## config.mk

```make
export PLATFORM = sky130hd
export DESIGN_NAME = toggle_decoder_flat
export DESIGN_NICKNAME = d
export VERILOG_FILES = /design/src/rtl/toggle_decoder_pkg.sv /design/src/rtl/toggle_decoder_if.sv /design/src/rtl/toggle_decoder_edge_det.sv /design/src/rtl/toggle_decoder.sv /design/src/flat_wrapper.sv
export SDC_FILE = /design/constraint.sdc
export NUM_CORES = 1
export LEC_CHECK = 0
export BUFFER_PORTS_ARGS = -buffer_cell sky130_fd_sc_hd__buf_2
export CAP_MARGIN = 25
export CORE_UTILIZATION = 60
export CTS_CLUSTER_DIAMETER = 30
export DETAILED_ROUTE_END_ITERATION = 16
export PLACE_DENSITY_LB_ADDON = 0.2
export SLEW_MARGIN = 20
export SYNTH_ARGS = -nofsm -noshare
export SYNTH_HDL_FRONTEND = slang
export SYNTH_SLANG_ARGS = --single-unit
```

## constraint.sdc

```tcl
create_clock -name clk -period 5.86 [get_ports clk]
set_input_delay 1.172 -clock clk [delete_from_list [all_inputs] [get_ports clk]]
set_output_delay 1.172 -clock clk [all_outputs]
set_load 0.01 [all_outputs]
```

## src/rtl/toggle_decoder_pkg.sv

```systemverilog
// Shared definitions for the toggle decoder: FSM state encoding, default
// parameter values and a saturating increment helper.
// No ports (package).
package tgl_dec_pkg;

  typedef enum logic [1:0] {
    IDLE    = 2'd0,
    ARMED   = 2'd1,
    STALLED = 2'd2
  } state_t;

  localparam int DEF_CNT_W   = 16;
  localparam int DEF_INT_W   = 16;
  localparam int DEF_TIMEOUT = 1000;

  // Increment v, holding at the all-ones value of a w-bit field.
  function automatic logic [31:0] sat_inc(input logic [31:0] v, input int unsigned w);
    logic [31:0] max_v;
    max_v = (w >= 32) ? 32'hFFFF_FFFF : ((32'd1 << w) - 32'd1);
    return (v >= max_v) ? max_v : v + 32'd1;
  endfunction

endpackage

```

## src/rtl/toggle_decoder_if.sv

```systemverilog
// Event-line bus between a toggle source and the toggle decoder.
//   tgl_in, clr                 : driven by the master (source side)
//   evt_pulse, evt_count,
//   interval, interval_valid,
//   stall                       : driven by the slave (decoder)
interface toggle_decoder_if
  import tgl_dec_pkg::*;
#(
  parameter int CNT_W = DEF_CNT_W,
  parameter int INT_W = DEF_INT_W
);
  logic             tgl_in;
  logic             clr;
  logic             evt_pulse;
  logic [CNT_W-1:0] evt_count;
  logic [INT_W-1:0] interval;
  logic             interval_valid;
  logic             stall;

  modport master (
    output tgl_in, clr,
    input  evt_pulse, evt_count, interval, interval_valid, stall
  );

  modport slave (
    input  tgl_in, clr,
    output evt_pulse, evt_count, interval, interval_valid, stall
  );
endinterface

```

## src/rtl/toggle_decoder_edge_det.sv

```systemverilog
// Transition detector for the toggle line.
// Optional macro TGL_DEC_GLITCH_FILTER_EN adds a 2-sample level filter
// (one extra cycle of latency, single-cycle glitches ignored).
// Ports:
//   clk    in  system clock
//   rst_n  in  synchronous active-low reset (preloads the reference level)
//   tgl_in in  toggle line, synchronous to clk
//   trans  out transition strobe, decoded from registered state; the top
//              registers it so the pulse lands on the same edge
module tgl_edge_det (
  input  logic clk,
  input  logic rst_n,
  input  logic tgl_in,
  output logic trans
);

`ifdef TGL_DEC_GLITCH_FILTER_EN
  logic tgl_s;  // previous raw sample
  logic tgl_q;  // accepted level

  always_ff @(posedge clk) begin
    if (!rst_n) begin
      tgl_s <= tgl_in;
      tgl_q <= tgl_in;
    end else begin
      tgl_s <= tgl_in;
      // a level is accepted once two consecutive samples agree
      if (tgl_in == tgl_s) tgl_q <= tgl_s;
    end
  end

  assign trans = (tgl_in == tgl_s) && (tgl_s != tgl_q);
`else
  logic tgl_q;

  // reset preload and normal update are the same: track the line so a
  // high level at reset release is not seen as an event
  always_ff @(posedge clk) begin
    if (!rst_n) tgl_q <= tgl_in;
    else        tgl_q <= tgl_in;
  end

  assign trans = tgl_in ^ tgl_q;
`endif

endmodule

```

## src/rtl/toggle_decoder.sv

```systemverilog
// Toggle-encoded event decoder: one pulse per line transition, running event
// count, interval between events and stall detection.
// Optional macro TGL_DEC_GLITCH_FILTER_EN (handled in tgl_edge_det).
// Ports:
//   clk   in  system clock, rising edge
//   rst_n in  synchronous active-low reset
//   bus   slave modport of toggle_decoder_if (tgl_in/clr in, results out)
module toggle_decoder
  import tgl_dec_pkg::*;
#(
  parameter int CNT_W   = DEF_CNT_W,
  parameter int INT_W   = DEF_INT_W,
  parameter int TIMEOUT = DEF_TIMEOUT
) (
  input  logic             clk,
  input  logic             rst_n,
  toggle_decoder_if.slave  bus
);

  localparam logic [INT_W-1:0] TIMEOUT_V = INT_W'(TIMEOUT);

  state_t           state;
  logic             trans;
  logic [INT_W-1:0] int_cnt;
  logic [INT_W-1:0] int_nxt;
  logic             evt_pulse;
  logic [CNT_W-1:0] evt_count;
  logic [INT_W-1:0] interval;
  logic             interval_valid;
  logic             stall;

  tgl_edge_det u_edge_det (
    .clk    (clk),
    .rst_n  (rst_n),
    .tgl_in (bus.tgl_in),
    .trans  (trans)
  );

  assign int_nxt = INT_W'(sat_inc(32'(int_cnt), unsigned'(INT_W)));

  always_ff @(posedge clk) begin
    if (!rst_n) begin
      state          <= IDLE;
      int_cnt        <= '0;
      evt_pulse      <= 1'b0;
      evt_count      <= '0;
      interval       <= '0;
      interval_valid <= 1'b0;
      stall          <= 1'b0;
    end else begin
      evt_pulse      <= 1'b0;
      interval_valid <= 1'b0;
      if (bus.clr) begin
        // a same-cycle transition is swallowed; interval is kept on purpose
        state     <= IDLE;
        int_cnt   <= '0;
        evt_count <= '0;
        stall     <= 1'b0;
      end else begin
        case (state)
          IDLE: begin
            if (trans) begin
              evt_pulse <= 1'b1;
              evt_count <= evt_count + 1'b1;
              int_cnt   <= '0;
              state     <= ARMED;
            end
          end
          ARMED: begin
            if (trans) begin
              evt_pulse      <= 1'b1;
              evt_count      <= evt_count + 1'b1;
              interval       <= int_nxt;
              interval_valid <= 1'b1;
              int_cnt        <= '0;
            end else begin
              int_cnt <= int_nxt;
              if (int_nxt == TIMEOUT_V) begin
                stall <= 1'b1;
                state <= STALLED;
              end
            end
          end
          STALLED: begin
            if (trans) begin
              evt_pulse <= 1'b1;
              evt_count <= evt_count + 1'b1;
              stall     <= 1'b0;
              int_cnt   <= '0;
              state     <= ARMED;
            end
          end
          default: state <= IDLE;
        endcase
      end
    end
  end

  assign bus.evt_pulse      = evt_pulse;
  assign bus.evt_count      = evt_count;
  assign bus.interval       = interval;
  assign bus.interval_valid = interval_valid;
  assign bus.stall          = stall;

endmodule

```

## src/flat_wrapper.sv

```systemverilog
// flat-port wrapper written by rule: the top's interface ports become plain ports
module toggle_decoder_flat import tgl_dec_pkg::*;
#(
  parameter int CNT_W   = DEF_CNT_W,
  parameter int INT_W   = DEF_INT_W,
  parameter int TIMEOUT = DEF_TIMEOUT
)
  (clk, rst_n, bus_tgl_in, bus_clr, bus_evt_pulse, bus_evt_count, bus_interval, bus_interval_valid, bus_stall);
  toggle_decoder_if #(.CNT_W(CNT_W), .INT_W(INT_W)) bus_i ();
  input  logic clk;
  input  logic rst_n;
  input wire logic [$bits(bus_i.tgl_in)-1:0] bus_tgl_in;
  input wire logic [$bits(bus_i.clr)-1:0] bus_clr;
  output wire logic [$bits(bus_i.evt_pulse)-1:0] bus_evt_pulse;
  output wire logic [$bits(bus_i.evt_count)-1:0] bus_evt_count;
  output wire logic [$bits(bus_i.interval)-1:0] bus_interval;
  output wire logic [$bits(bus_i.interval_valid)-1:0] bus_interval_valid;
  output wire logic [$bits(bus_i.stall)-1:0] bus_stall;
  assign bus_i.tgl_in = bus_tgl_in;
  assign bus_i.clr = bus_clr;
  assign bus_evt_pulse = bus_i.evt_pulse;
  assign bus_evt_count = bus_i.evt_count;
  assign bus_interval = bus_i.interval;
  assign bus_interval_valid = bus_i.interval_valid;
  assign bus_stall = bus_i.stall;
  toggle_decoder #(.CNT_W(CNT_W), .INT_W(INT_W), .TIMEOUT(TIMEOUT)) u_core (.clk(clk), .rst_n(rst_n), .bus(bus_i));
endmodule
```

==> metrics.md, run 1 <==
| Metric | Value |
|---|---|
| Ys async rst share | 0 |
| Max Freq | around 380 MHz |
| Number of I/O pins | 39 |
| Clock Latency Late Sink | 0.31 ns |
| Yosys Warn Count | 0 |
| Gpl congestion | 0.890 |
| Main flop type after synthesis | dfxtp_1 |
| Htree depth | 2 |
| Hold endpoint | u_core.bus.interval[12]$_SDFFE_PN0P_ |
| Syn Area/Cell | 8.02 µm² |
| RSZ-0062 raised after global routing | no |
| # hold bufs at CTS | 0 |
| Die height | slightly below 70 µm |
| Fin nets | 364 |
| Clock sinks | 54 |
| Gr usage total | 0.272 |
| First-pass GRT wire length | around 9.5 mm |
| Pin count of the biggest net entering global routing | 24 |
| DRT iter0 DRCs | 252 |
| Status | completed |
| Yosys reg bits | 54 |
| Clock Tree Buf Depth | 2 |
| Layout cells sized above 1 | 0.164 |
| Routed WL | 5.82 mm |
| Final slew viol count | 0 |
| Reg clk slew, reported paths | about 0.09 ns |
| Crit start category | flip-flop |
| Arr. time, crit path | 2.85 ns |
| Setup Skew | 0.00316 ns |
| Post-route ant nets | 0 |
| Post-CTS Setup Bufs | 0 |
| Setup TNS | 0 ns |
| Vias | roughly 2400 |
| Top cell type's share of synthesized area | 0.407 |
| CTS buffer count | 5 |
| Die ar. | 4690 µm² |
| Largest area contributor in the netlist | dfxtp_1 |
| Maximum VDD drop | 0.144 mV |
| Min-delay src | u_core.bus.interval[12]$_SDFFE_PN0P_ |
| Mapped Area | 2660 µm² |
| R2r startpoint | u_core.int_cnt[5]$_SDFFE_PP0P_ |
| Count leader, synth | dfxtp_1 |
| Number of synthesized flops with an enable pin | 0 |
| Crit Path Category | flip-flop to flip-flop |
| Post-synthesis instance total | about 330 |
| Post-CTS sizing | 0 |
| Critical path required time | approximately 6 ns |
| Terminus of the critical flop-to-flop path | u_core.state[0]$_SDFFE_PP0P_ |
| Cell Pwr Density | about 220 nW/µm² |
| Die X | 68.5 µm |
| DRC Markers | 0 |
| Final setup vio count | 0 |
| Rel. slew slack | 0.511 |
| Leakage | 1.16 nW |
| CTS Root Cell | clkbuf_8 |
| Hold path depth | 2 |
| Core area | 4120 µm² |
| Critical Path Sink Type | flip-flop |
| Number of global-route vias before repair | 2078 |
| Hold Fails Final Rpt | 0 |
| Port bufs | 38 |
| FF-to-FF setup slack | 3.20 ns |
| Worst-Margin Slew | 0.733 ns |
| Maxcap violations | 0 |
| Minimum clock period | 2.66 ns |
| Worst Reg-to-Reg Cells | 6 |
| Place WS | 3.03 ns |
| Worst Path Max Fanout | 12 |
| Tcrit/Tclk final | 0.455 |
| Post-synthesis cell type count | between 40 and 50 |
| Initial antenna violation count | 0 |
| Synth top cells by count | dfxtp_1, nor2_1, nand2_1, o21ai_0, a21oi_1 |
| Synth area leaders | dfxtp_1, nor2_1, o21ai_0 |
| Register area share after synthesis | 0.407 |
| Ant. Diodes | 0 |
| Initial core utilization | 0.645 |
| Worst hold path class | flip-flop to flip-flop |
| DP Wirelength | 4.07 mm |
| Area Overhead vs Synth | 11.2% |
| DRT Pass-1 Iters | 5 |
| CTS tree | yes |
| Routed len/inst | 14.2 µm |
| Row count | 23 |
| GR Overflow Total | 0 |
| Final Worst Setup Slack | between 3 and 4 ns |
| Vias/cell | 5.95 |
| Synth Net Count | 337 |
## layer usage
| layer | vias up | GRT usage | routed length (µm) |
|---|---|---|---|
| met4 | 0 | 0.102 | 63 |
| met3 | 6 | 0.0658 | 375 |
| met5 | - | 0 | 0 |
| met1 | 1123 | 0.355 | 2630 |
| li1 | 1213 | - | - |
| met2 | 92 | 0.431 | 2750 |
## state kept, by name, summed over array words and instances, names as in the netlist
register	cells
u_core.int_cnt	16
u_core.bus.interval_valid	1
u_core.u_edge_det.tgl_q	1
u_core.state	2
u_core.bus.evt_pulse	1
u_core.bus.evt_count	16
u_core.bus.interval	16
u_core.bus.stall	1
## placed cells by master (no fill, tap or decap), types with 3 or more instances in the layout
master,instances
a21boi_0,4
a21oi_1,20
a22oi_1,3
a31oi_1,9
and3_1,6
buf_2,39
buf_4,4
clkbuf_8,5
dfxtp_1,54
inv_1,6
mux2_2,3
nand2_1,30
nand3_1,14
nand4_1,9
nor2_1,41
nor2b_1,3
nor3_1,13
nor3b_1,6
nor4_1,6
o21ai_0,27
or3_1,3
xnor2_1,12
xor2_1,15
## stage by stage
stage               hold slack (ns)  power, mW  instances  utilization  area [µm²]
finish                        0.461      0.664        409        0.717        2950
global route                  0.489      0.686        409        0.717        2950
CTS                           0.466      0.666        409        0.717        2950
detailed placement            0.454      0.425        401        0.690        2840
global placement              0.448      0.423        398        0.685        2820
floorplan                     0.470      0.411        331            -        2660
## how the worst max path moves through the flow
stage	slack [ns]	startpoint	endpoint
finish	3.20	u_core.int_cnt[5]$_SDFFE_PP0P_	u_core.state[0]$_SDFFE_PP0P_
global route	3.05	bus_tgl_in	u_core.bus.evt_count[13]$_SDFFE_PP0P_
CTS	3.26	u_core.int_cnt[5]$_SDFFE_PP0P_	u_core.state[0]$_SDFFE_PP0P_
detailed placement	3.03	bus_tgl_in	u_core.int_cnt[14]$_SDFFE_PP0P_
global placement	2.95	bus_tgl_in	u_core.bus.interval[12]$_SDFFE_PN0P_
floorplan	3.38	bus_tgl_in	u_core.bus.evt_count[15]$_SDFFE_PP0P_
## where the power goes
group | leakage [nW] | internal, mW | switching (mW)
combinational | 0.664 | 0.0139 | 0.0285
sequential | 0.436 | 0.372 | 0.00348
clock | 0.0579 | 0.126 | 0.120
## kinds of logic (layout without fill, tap and decap cells)
family	Yosys count	count (layout)	share of synthesized area
compound gates	73	73	0.160
xor+xnor	27	27	0.0891
fa+ha+maj	2	2	0.00942
buf+inv	29	57	0.0490
flops	54	54	0.407
mux	4	4	0.0165
simple gates	142	142	0.269
## cell type report
class / count / area (µm²)
clock buffer: 5 / 68.8
clock inverter: 3 / 40.0
fill: 379 / 1160
inverter: 6 / 22.5
multi-input combinational: 248 / 1450
sequential: 54 / 1080
tap: 50 / 62.6
timing repair buffer: 43 / 225
## worst max-delay path, cell delays in order, from the launching register on
cell and delay, ns:
dfxtp_1 0.49, nand3_1 0.43, nor3_4 0.34, mux2i_1 0.18, or4_1 0.56, nor4b_1 0.44
o31ai_1 0.10
Note: power is estimated with default switching activity, not from simulation.
==> run 2, diff against run 1 <==
Settings changed: ABC_AREA set to 1, CORE_UTILIZATION 60 to 57.
Clock period 5.86 ns to 2.8 ns, I/O delays scaled along.
==> run 2 against run 1 <==
Compared with the run above:
- the flow now finishes with violations (design-rule violations)
- wire length rose by 5.2%
- utilization fell by 3.2 points
- design area rose by 4.6%
- sequential share of layout area fell by 1.6 points
- critical path depth rose by 3
- register-to-register slack got worse by 2.5 ns
- flip-flop and latch count did not move
- non-clock buffer count fell by 1
- critical path type unchanged
==> metrics.md, run 2 <==
| Metric | Value |
|---|---|
| Largest area contributor in the netlist | dfxtp_1 |
| Switch share | 0.230 |
| Core area | 4500 µm² |
| Die ar. | between 5000 and 6000 µm² |
| Crit start category | flip-flop |
| Htree depth | 2 |
| CP Cell Sequence | ha_1, nand2_1, nor2_4, nand4_2, nand2_2, nand2_2, nor2_2, nand4_1, a21oi_1 |
| Largest registers | u_core.bus.evt_count x16, u_core.bus.interval x16, u_core.int_cnt x16 |
| Crit-path slowest cell | dfxtp_1 |
| DRC Markers | 5 |
| Gr usage total | 0.259 |
| Post-CTS sizing | 0 |
| Synth Net Count | 410 |
| Maximum VDD drop | 0.285 mV |
| Pin count of the biggest net entering global routing | 23 |
| Die X | 71.4 µm |
| DRT iter0 DRCs | 167 |
| Yosys Warn Count | 0 |
| Worst Path Max Fanout | 15 |
| Fillers | 417 |
| First-pass GRT wire length | around 10 mm |
| Final slew viol count | 0 |
| Setup TNS | 0 ns |
| Die height | 71.4 µm |
| Failing checks | design-rule violations |
| Clock Tree Buf Depth | 2 |
| Arr. time, crit path | 2.31 ns |
| # hold bufs at CTS | 0 |
| Max Freq | 484 MHz |
| Ant. Diodes | 0 |
| Vias/cell | 5.31 |
| Final setup vio count | 0 |
| Mapped Area | 2750 µm² |
| Area Overhead vs Synth | 12.4% |
| Routed WL | between 6 and 7 mm |
| Clock power share | 0.372 |
| Hold Fails Final Rpt | 0 |
| Most common cell after layout, fill and taps aside | nand2_1 |
| Leakage | 1.37 nW |
| CTS tree | yes |
| Clock Latency Late Sink | 0.31 ns |
| Status | complete, but fails checks |
| Vias | 2627 |
| Top cell type's share of synthesized area | 0.394 |
| Number of I/O pins | 39 |
| Port bufs | 38 |
| Count leader, synth | nand2_1 |
| Minimum clock period | a little over 2 ns |
| Post-route ant nets | 0 |
| Worst-Margin Slew | 0.688 ns |
| Routed len/inst | around 12 µm |
| Tcrit/Tclk final | 0.738 |
| Yosys reg bits | 54 |
| Switch Pwr | 322 µW |
| Post-CTS Setup Bufs | 0 |
| Register area share after synthesis | 0.394 |
| Fin nets | 448 |
| GR Overflow Total | 0 |
| DP Wirelength | about 4.6 mm |
| Main flop type after synthesis | dfxtp_1 |
| Synth area leaders | dfxtp_1, nand2_1, nor2_1 |
| Reg clk slew, reported paths | 0.10 ns |
| Rel. slew slack | 0.542 |
| Layout cells sized above 1 | 0.185 |
| Critical Path Sink Type | flip-flop |
| Clock sinks | 54 |
| Number of global-route vias before repair | between 2000 and 2500 |
| Ys async rst share | 0 |
| Setup Skew | a little under 0.006 ns |
| Most used cell, CP | nand2_2 |
| Gpl congestion | a little under 1 |
| Worst hold path class | input port to flip-flop |
| Row count | 24 |
| Critical path required time | 3.05 ns |
| Syn Area/Cell | 6.79 µm² |
| Initial core utilization | 0.609 |
| Initial antenna violation count | 0 |
| Most frequent cells in the layout | nand2_1, dfxtp_1, nor2_1 |
| Crit Path Category | flip-flop to flip-flop |
| Post-synthesis cell type count | 35 |
| Synth top cells by count | nand2_1, dfxtp_1, nor2_1, inv_1, a21oi_1 |
| Maxcap violations | 0 |
| CTS Root Cell | clkbuf_8 |
| Cell Pwr Density | 454 nW/µm² |
| RSZ-0062 raised after global routing | no |
| DRT Pass-1 Iters | 11 |
| CP max stage delay | 0.47 ns |
| Seq pwr share | 0.563 |
| CTS buffer count | 5 |
| Final core utilization | 0.685 |
| Post-synthesis instance total | 404 |
| Number of synthesized flops with an enable pin | 0 |
| Logic pwr share | 0.065 |
| Cell internal pwr | 1.08 mW |
run 2: cell types whose count changed after synthesis, sizes merged, moves of 10 or more:
cell | before | now
nor2 | 42 | 64
xnor2 | 12 | 2
a21oi | 20 | 31
nand2 | 30 | 101
inv | 6 | 50
xor2 | 15 | 5
run 2: cell type report:
class	count	area, µm²	share of cell area
timing repair buffer	42	220	0.0713
tap	52	65.1	0.0211
clock inverter	1	30.0	0.00973
clock buffer	7	76.3	0.0247
sequential	54	1080	0.350
inverter	52	195	0.0632
multi-input combinational	287	1420	0.460
run 2: critical path: cells and delay by family, from the launching register on:
family                     cells  cell delay (ns)
and+or+nand+nor                7             1.15
adders and majority gates      1             0.25
DFF                            1             0.47
AOI/OAI and AO/OA              1             0.14
run 2: stage by stage:
step	hold WS [ns]	area [µm²]	std cells	power, mW	setup slack [ns]
floorplan	0.471	2750	404	0.868	1.07
global placement	0.483	2980	487	0.897	0.839
detailed placement	0.480	2980	487	0.899	0.792
CTS	0.367	3090	495	1.42	0.744
global route	0.366	3090	495	1.46	0.527
finish	0.371	3090	495	1.40	0.735
run 2: cell families (layout without fill, tap and decap cells):
family / count (synthesis) / in the layout / share of synthesized area
XOR/XNOR: 7 / 7 / 0.0223
adder cells (fa/ha/maj): 2 / 2 / 0.00911
flip-flops: 54 / 54 / 0.394
buffers and inverters: 63 / 102 / 0.0893
AO/OA/AOI/OAI: 69 / 69 / 0.133
AND/OR/NAND/NOR: 209 / 209 / 0.353
run 2: final timing paths:
kind	from	endpoint	slack, ns	depth (start not counted)
setup / recovery	u_core.int_cnt[0]$_SDFFE_PP0P_	u_core.bus.stall$_SDFFE_PP0P_	0.73	9
hold / removal	bus_tgl_in	u_core.u_edge_det.tgl_q$_DFF_P_	0.37	1
setup reg to reg	u_core.int_cnt[0]$_SDFFE_PP0P_	u_core.bus.stall$_SDFFE_PP0P_	0.73	9
hold reg to reg	u_core.bus.evt_count[10]$_SDFFE_PP0P_	u_core.bus.evt_count[10]$_SDFFE_PP0P_	0.50	2
run 2: layer usage:
metal	track usage	up-vias	wire length [µm]
li1	-	1370	-
met3	0.0478	6	395
met1	0.394	1169	3080
met2	0.375	82	2580
met4	0.0667	0	65
met5	0	-	0
run 2: power by group through the flow:
stage          Sequential (mW)  Combinational (mW)  Clock (mW)
2_1_floorplan            0.812              0.0557           0
3_3_place_gp             0.806              0.0903           0
3_5_place_dp             0.807              0.0915           0
4_1_cts                  0.789              0.0918       0.535
5_1_grt                  0.791               0.103       0.563
6_report                 0.789              0.0911       0.520
